`src/rtl/srlatch_driver_if.sv`:
```
// Write-port bundle between a requester and the NAND SR-latch driver, including latch S_n/R_n drive and Q readback.
interface srlatch_driver_if #(
    parameter int WIDTH = 8
);
    logic             req;
    logic             ready;
    logic [WIDTH-1:0] wdata;
    logic [WIDTH-1:0] s_n;
    logic [WIDTH-1:0] r_n;
    logic [WIDTH-1:0] q;
    logic [WIDTH-1:0] rdata;
    logic             done;
    logic             err;

    modport master (
        output req, wdata, q,
        input  ready, s_n, r_n, rdata, done, err
    );

    modport slave (
        input  req, wdata, q,
        output ready, s_n, r_n, rdata, done, err
    );
endinterface

```
`src/rtl/srlatch_driver.sv`:
```
// Pulses active-low S_n/R_n into NAND SR latches, releases, reads Q back and retries on mismatch.
// Latency: DONE in cycle k+P+S+1 after accept edge k, plus P+S+1 per retry; READY low while busy.
module srlatch_driver #(
    parameter int WIDTH         = 8,
    parameter int PULSE_CYCLES  = 2,
    parameter int SETTLE_CYCLES = 1,
    parameter int MAX_RETRIES   = 1
) (
    input  logic             clk,
    input  logic             rst_n,
    srlatch_driver_if.slave  bus
);
    typedef enum logic [1:0] {IDLE, PULSE, RELEASE, CHECK} state_t;

    localparam logic [3:0] P_LOAD = 4'(PULSE_CYCLES - 1);
    localparam logic [3:0] S_LOAD = 4'(SETTLE_CYCLES - 1);
    localparam logic [2:0] R_MAX  = 3'(MAX_RETRIES);

    state_t           state, state_nxt;
    logic [3:0]       cnt, cnt_nxt;
    logic [2:0]       retry, retry_nxt;
    logic [WIDTH-1:0] wreg, wreg_nxt;
    logic [WIDTH-1:0] s_n_nxt, r_n_nxt, rdata_nxt;
    logic             done_nxt, err_nxt;

    assign bus.ready = (state == IDLE);

    always_ff @(posedge clk or negedge rst_n) begin
        if (!rst_n) state <= IDLE;
        else        state <= state_nxt;
    end

    // S_n/R_n are computed from the next state so each bit moves between
    // (0,1)/(1,0) and (1,1) in one registered step and never passes (0,0).
    always_comb begin
        state_nxt = state;
        cnt_nxt   = cnt;
        retry_nxt = retry;
        wreg_nxt  = wreg;
        s_n_nxt   = '1;
        r_n_nxt   = '1;
        rdata_nxt = bus.rdata;
        done_nxt  = 1'b0;
        err_nxt   = bus.err;
        case (state)
            IDLE: begin
                if (bus.req) begin
                    wreg_nxt  = bus.wdata;
                    retry_nxt = '0;
                    err_nxt   = 1'b0;
                    cnt_nxt   = P_LOAD;
                    state_nxt = PULSE;
                    s_n_nxt   = ~bus.wdata;
                    r_n_nxt   = bus.wdata;
                end
            end
            PULSE: begin
                if (cnt == '0) begin
                    cnt_nxt   = S_LOAD;
                    state_nxt = RELEASE;
                end else begin
                    cnt_nxt = cnt - 4'd1;
                    s_n_nxt = ~wreg;
                    r_n_nxt = wreg;
                end
            end
            RELEASE: begin
                if (cnt == '0) state_nxt = CHECK;
                else           cnt_nxt   = cnt - 4'd1;
            end
            CHECK: begin
                rdata_nxt = bus.q;
                if (bus.q == wreg) begin
                    done_nxt  = 1'b1;
                    err_nxt   = 1'b0;
                    state_nxt = IDLE;
                end else if (retry < R_MAX) begin
                    retry_nxt = retry + 3'd1;
                    cnt_nxt   = P_LOAD;
                    state_nxt = PULSE;
                    s_n_nxt   = ~wreg;
                    r_n_nxt   = wreg;
                end else begin
                    done_nxt  = 1'b1;
                    err_nxt   = 1'b1;
                    state_nxt = IDLE;
                end
            end
            default: state_nxt = IDLE;
        endcase
    end

    always_ff @(posedge clk or negedge rst_n) begin
        if (!rst_n) begin
            cnt       <= '0;
            retry     <= '0;
            wreg      <= '0;
            bus.s_n   <= '1;
            bus.r_n   <= '1;
            bus.rdata <= '0;
            bus.done  <= 1'b0;
            bus.err   <= 1'b0;
        end else begin
            cnt       <= cnt_nxt;
            retry     <= retry_nxt;
            wreg      <= wreg_nxt;
            bus.s_n   <= s_n_nxt;
            bus.r_n   <= r_n_nxt;
            bus.rdata <= rdata_nxt;
            bus.done  <= done_nxt;
            bus.err   <= err_nxt;
        end
    end
endmodule

```
`src/flat_wrapper.sv`:
```
// flat-port wrapper written by rule: the top's interface ports become plain ports
module srlatch_driver_flat 
#(
    parameter int WIDTH         = 8,
    parameter int PULSE_CYCLES  = 2,
    parameter int SETTLE_CYCLES = 1,
    parameter int MAX_RETRIES   = 1
)
  (clk, rst_n, bus_req, bus_wdata, bus_q, bus_ready, bus_s_n, bus_r_n, bus_rdata, bus_done, bus_err);
  srlatch_driver_if #(.WIDTH(WIDTH)) bus_i ();
  input  logic clk;
  input  logic rst_n;
  input wire logic [$bits(bus_i.req)-1:0] bus_req;
  input wire logic [$bits(bus_i.wdata)-1:0] bus_wdata;
  input wire logic [$bits(bus_i.q)-1:0] bus_q;
  output wire logic [$bits(bus_i.ready)-1:0] bus_ready;
  output wire logic [$bits(bus_i.s_n)-1:0] bus_s_n;
  output wire logic [$bits(bus_i.r_n)-1:0] bus_r_n;
  output wire logic [$bits(bus_i.rdata)-1:0] bus_rdata;
  output wire logic [$bits(bus_i.done)-1:0] bus_done;
  output wire logic [$bits(bus_i.err)-1:0] bus_err;
  assign bus_i.req = bus_req;
  assign bus_i.wdata = bus_wdata;
  assign bus_i.q = bus_q;
  assign bus_ready = bus_i.ready;
  assign bus_s_n = bus_i.s_n;
  assign bus_r_n = bus_i.r_n;
  assign bus_rdata = bus_i.rdata;
  assign bus_done = bus_i.done;
  assign bus_err = bus_i.err;
  srlatch_driver #(.WIDTH(WIDTH), .PULSE_CYCLES(PULSE_CYCLES), .SETTLE_CYCLES(SETTLE_CYCLES), .MAX_RETRIES(MAX_RETRIES)) u_core (.clk(clk), .rst_n(rst_n), .bus(bus_i));
endmodule
```
`config.mk`:
```
export PLATFORM = sky130hd
export DESIGN_NAME = srlatch_driver_flat
export DESIGN_NICKNAME = d
export VERILOG_FILES = /design/src/rtl/srlatch_driver_if.sv /design/src/rtl/srlatch_driver.sv /design/src/flat_wrapper.sv
export SDC_FILE = /design/constraint.sdc
export NUM_CORES = 1
export LEC_CHECK = 0
export ABC_CLOCK_PERIOD_IN_PS = 2400
export CAP_MARGIN = 20
export CORE_MARGIN = 2
export CORE_UTILIZATION = 49
export CTS_BUF_LIST = sky130_fd_sc_hd__clkbuf_8
export DETAILED_ROUTE_END_ITERATION = 10
export GPL_ROUTABILITY_DRIVEN = 0
export HOLD_SLACK_MARGIN = 0.05
export MAX_ROUTING_LAYER = met4
export PLACE_DENSITY = 0.78
export SYNTH_ARGS = -nofsm -noshare
export SYNTH_HDL_FRONTEND = slang
export SYNTH_SLANG_ARGS = --single-unit
```
`constraint.sdc`:
```
create_clock -name clk -period 2.4 [get_ports clk]
set_input_delay 0.48 -clock clk [delete_from_list [all_inputs] [get_ports clk]]
set_output_delay 0.48 -clock clk [all_outputs]
set_load 0.005 [all_outputs]
```
# After elaboration in Yosys (flattened, before gate mapping)
# Cells that the tools add are included.
totals:
  reg_bits: 43
  inputBits: 19
  out_inout_bits: 27
  elab_cells: 66
op_classes:
  addsub: 2
  order_cmp: 1
  n_eq_ne: 11
  muxes: 33
  bitwise_logic: 2
  reduce_logical: 8
ops:
  columns: ["operator", "count"]
  rows:
  - ["$mux W8", 8]
  - ["$pmux W8 S3", 2]
  - ["$mux W4", 5]
  - ["$not A8 Y8", 2]
  - ["$pmux W4 S4", 1]
  - ["$mux W3", 3]
  - ["$eq A8 B8 Y1", 1]
  - ["$mux W2", 4]
  - ["$pmux W2 S4", 1]
  - ["$reduce_and A4 Y1", 2]
  - ["$mux W1", 7]
  - ["$ne A2 B1 Y1 const B", 3]
  - ["$ne A2 B2 Y1 const B", 3]
  - ["$pmux W3 S2", 1]
  - ["$reduce_and A3 Y1", 2]
  - ["$eq A2 B2 Y1 const B", 2]
  - ["$logic_not A4 Y1", 1]
  - ["$sub A4 B1 Y4 const B", 1]
  - ["$add A3 B1 Y3 const B", 1]
  - ["$lt A3 B1 Y1 const B", 1]
  - ["$ne A3 B2 Y1 const B", 1]
  - ["$eq A2 B1 Y1 const B", 1]
  - ["$logic_not A2 Y1", 1]
  - ["$pmux W1 S2", 1]
  - ["2 further kinds", 2]

# Depth between registers and ports, before layout
depth:
  word_depth: 4
  mapped_depth: 7

# Least setup slack after synthesis
# OpenSTA, ideal clock, no wires.
synth_path:
  kind: "register to register"
  startpoint: "register u_core.state[0]"
  endpoint: "register u_core.cnt[2]"
  setup_time_ps: 135
  arrival_time_ps: 1658
  slack_ps: 608
  path_stages_with_launch: 8
  path_buffers: 0
  path_cell_list: "dfrtp_1 inv_1 ha_1 or4b_1 nand3b_4 nor2_1 o311ai_1 o31ai_1"
synth_between:
  elab_chain_len: 3
  word_cells_on_any_way: 10
  classes_between: "7 x eq/ne; 1 x mux; 2 x reduce/logical"
synth_rtl:
  columns: ["item", "line_no", "source"]
  rows:
  - ["start, declared", "srlatch_driver.sv:19", "state_t state, state_nxt;"]
  - ["start signal, assigned", "srlatch_driver.sv:30", "else state <= state_nxt;"]
  - ["$eq A2 B2 Y1 or $logic_not A2 Y1 (tied branches)", "srlatch_driver.sv:45", "case (state)"]
  - ["$ne A2 B2 Y1 (no line) or $ne A2 B1 Y1 (tied branches)", null, null]
  - ["$reduce_and A4 Y1 (no line)", null, null]
  - ["end signal, assigned", "srlatch_driver.sv:104", "cnt <= cnt_nxt;"]
  - ["end, declared", "srlatch_driver.sv:20", "logic [3:0] cnt, cnt_nxt;"]
# Several ways; a longest one is shown, not always the timed one.
# A chain may end at the register's enable or synchronous reset.

# Final worst setup path
layout_path:
  startpoint: "register u_core.state[0]"
  endpoint: "register u_core.state[1]"
layout_between:
  elab_chain_len: 3
  word_cells_on_any_way: 9
  classes_between: "6 x eq/ne; 1 x mux; 2 x reduce/logical"
layout_rtl:
  columns: ["item", "line_no"]
  rows:
  - ["$eq A2 B2 Y1 (tied with other cells)", "srlatch_driver.sv:45"]
  - ["$ne A2 B1 Y1 (no line) or $ne A2 B2 Y1 (tied branches)", null]
  - ["$reduce_and A3 Y1 (no line)", null]
# Several ways; a longest one is shown, not always the timed one.

==> flow_summary_export.csv <==
group,metric,value,unit
status,run_status,"finished, final reports clean",
drt,drt_wl_total,4.67,mm
critical_path,rr_worst_depth,6,
power,intPower,2.51,mW
critical_path,cp_max_fo,10,
power,power.total,4.05,mW
die,std_cell_rows,23,
power,p_comb_share,53.3,%
synthesis,synth.distinct_cells,40,
drt,viasPerCell,5.81,
cells_and_area,syn_to_final_growth,28.3,%
cells_and_area,antennaDiodeCount,0,
synthesis,synth_nets,192,
clocking,clkTransAtPathRegs,90,ps
sta,finalSetupViolations,0,
synthesis,synth-seq-cells,43,
power,power_density,1540,nW/um^2
die,die_h,68.8,um
synthesis,synth_ff_type,"dfrtp_1",
drt,via_count,1539,
critical_path,cp_cell_sequence,"inv_1 > ha_1 > buf_4 > clkinv_1 > o22ai_1 > mux2_2",
critical_path,r2r_start,"u_core.state[0]$_DFFE_PN0P_",
die,start_util,51.0,%
synthesis,yosysWarnings,0,
cells_and_area,drive_gt1_share,25.1,%
min_path,hp-class,"in -> async",
critical_path,worstReg2RegEnd,"u_core.state[1]$_DFFE_PN0P_",
die,ioPinCount,46,
clocking,cts_resized,0,
power,ir_drop,706,uV
die,fp.coreArea,4030,um^2
clocking,cts_made_buffers,5,
power,power.leakage,1.12,nW
die,die_w,68.8,um
sta,holdWs,305,ps
cells_and_area,n_fill_cell,319,
synthesis,synth_area_leaders,"dfrtp_1 (33%), dfstp_2 (20%), mux2_2 (9.3%)",
grt,grt_use_total,22.3,%
cells_and_area,final_cell_mix,"clkdlybuf4s50_1 (44), dfrtp_1 (27), mux2_2 (17)",
critical_path,critPathMaxStageDelay,420,ps
synthesis,synthCells,166,
drt,wl_per_cell,17.6,um
cells_and_area,final_common_cell,"clkdlybuf4s50_1",
critical_path,required,2600,ps
synthesis,yosysTopAreaCell,"dfrtp_1",
grt,grt_pass1_wl,7.20,mm
grt,grt_max_degree,44,
power,clockPowerShare,11.8,%
grt,antenna_found_initial,0,
power,switching_share,38.2,%
grt,grt_overflow,0,
sta,setup_tns,0,ps
drt,drtAntennaViolNets,0,
synthesis,yosysSeqAreaShare,53.3,%
sta,slew_violations,0,
sta,period_minus_slack,2120,ps
clocking,root_buffer,"clkbuf_8",
clocking,postCtsSetupBuffers,0,
clocking,cts_buffer_depth,2,
synthesis,synth_edf_count,0,
critical_path,cp-start-kind,"flip-flop",
sta,hold_viol,0,
drt,firstDrtPassIters,4,
placement,dpl_cell_area,2540,um^2
critical_path,rrSetupSlack,280,ps
grt,grt_pass1_vias,1450,
sta,finalCritPeriodShare,88.2,%
sta,fin_skew,8.09,ps
clocking,postCtsHoldBufs,0,
cells_and_area,seq_area,1100,um^2
flow_run,cap_viol_max_count,0,
synthesis,postSynthAreaPerCell,12.4,um^2
cells_and_area,multi_input_area,905,um^2
cells_and_area,final_area,2640,um^2
clocking,worst_skew_pair.late_latency,310,ps
power,power.switching,1.55,mW
critical_path,crit_slowest_cell,"dfrtp_1",
placement,dp_hpwl,3.37,mm
sta,maxSlewHeadroom,39.2,%
sta,fmax,473,MHz
critical_path,cp.arrival,2320,ps
synthesis,netlist_area,2050,um^2
sta,rsz0062_at_grt,"no",
sta,worstMarginPinSlew,912,ps
critical_path,critPathKind,"reg -> reg",
clocking,htreeDepth,2,
power,power_frac_seq,34.9,%
die,die_area,4730,um^2
cells_and_area,fin_nets,240,
placement,port_buffers,45,
clocking,cts_tree,"done",
synthesis,async_reset_ff_share,100,%
clocking,cts_sinks,43,
critical_path,cp-end-kind,"flip-flop",
drt,drc,0,
synthesis,synth.top_cell.area_share,32.9,%
drt,drt_iter0_markers,72,
## registers in the layout, indices dropped and copies added (netlist names)
register,count
u_core.bus.done,1
u_core.bus.err,1
u_core.bus.r_n,8
u_core.bus.rdata,8
u_core.bus.s_n,8
u_core.cnt,4
u_core.retry,3
u_core.state,2
u_core.wreg,8
## logic make-up after synthesis
kind of cell / synth area share (%)
AO/OA/AOI/OAI: 15.2
XOR/XNOR: 3.41
adder cells (fa/ha/maj): 4.26
buffers and inverters: 2.62
flip-flops: 53.3
multiplexers: 10.8
AND/OR/NAND/NOR: 10.4
## per-layer routing
metal / GRT usage [%] / wire [um]
met1: 26.1 / 1960
met3: 5.52 / 266
met2: 36.1 / 2350
met4: 10.5 / 90
met5: - / 0
## worst max path at each step
| stage | from | endpoint | slack [ps] | depth (start not counted) |
|---|---|---|---|---|
| 3_5_place_dp | bus_q[5] | u_core.cnt[0]$_DFFE_PN0P_ | 90 | 6 |
| 5_1_grt | u_core.state[0]$_DFFE_PN0P_ | u_core.state[1]$_DFFE_PN0P_ | 160 | 6 |
| 3_3_place_gp | bus_q[5] | u_core.cnt[1]$_DFFE_PN0P_ | 150 | 6 |
| 2_1_floorplan | u_core.state[0]$_DFFE_PN0P_ | u_core.cnt[2]$_DFFE_PN0P_ | 610 | 7 |
| 4_1_cts | u_core.state[0]$_DFFE_PN0P_ | u_core.state[1]$_DFFE_PN0P_ | 280 | 6 |
| 6_report | u_core.state[0]$_DFFE_PN0P_ | u_core.state[1]$_DFFE_PN0P_ | 280 | 6 |
## final cells by class
class / count / share of cell area, %
tap: 50 / 2.37
multi-input combinational: 111 / 34.3
sequential: 43 / 41.6
clock inverter: 3 / 0.902
clock buffer: 5 / 2.61
inverter: 7 / 0.997
timing repair buffer: 46 / 17.2
## critical path: cells and delay by family, from the launching register on
| kind | cells | cell delay, ps |
|---|---|---|
| buffers and inverters | 3 | 610 |
| AOI/OAI and AO/OA | 1 | 360 |
| adders and majority gates | 1 | 250 |
| DFF | 1 | 420 |
| muxes | 1 | 370 |
## per-stage QoR
step | setup WS (ps) | utilization [%] | cells
3_3_place_gp | 151 | 63.1 | 257
2_1_floorplan | 608 | - | 166
6_report | 284 | 65.4 | 265
4_1_cts | 284 | 65.4 | 265
5_1_grt | 156 | 65.4 | 265
3_5_place_dp | 87.2 | 63.1 | 257
## power groups by stage
stage,clock network (mW),logic [mW],registers (mW)
2_1_floorplan,0,1.37,1.40
3_3_place_gp,0,2.07,1.39
5_1_grt,0.518,2.37,1.45
6_report,0.480,2.16,1.41
3_5_place_dp,0,2.15,1.42
4_1_cts,0.486,2.17,1.41
## Yosys cell counts, types with 2 or more instances
cell       n
buf_1      2
nor4_2     2
a31oi_1    2
o221ai_1   8
mux2_4     2
dfrtp_1   27
nor2_1    11
a211o_1    2
nand2_1   12
o31ai_1    2
mux2_2    17
nor3_1     4
a21oi_4    2
ha_1       7
a22oi_1    8
dfstp_2   16
xor2_1     8
inv_1      6
a21oi_1    7
(Power assumes the default switching activity.)
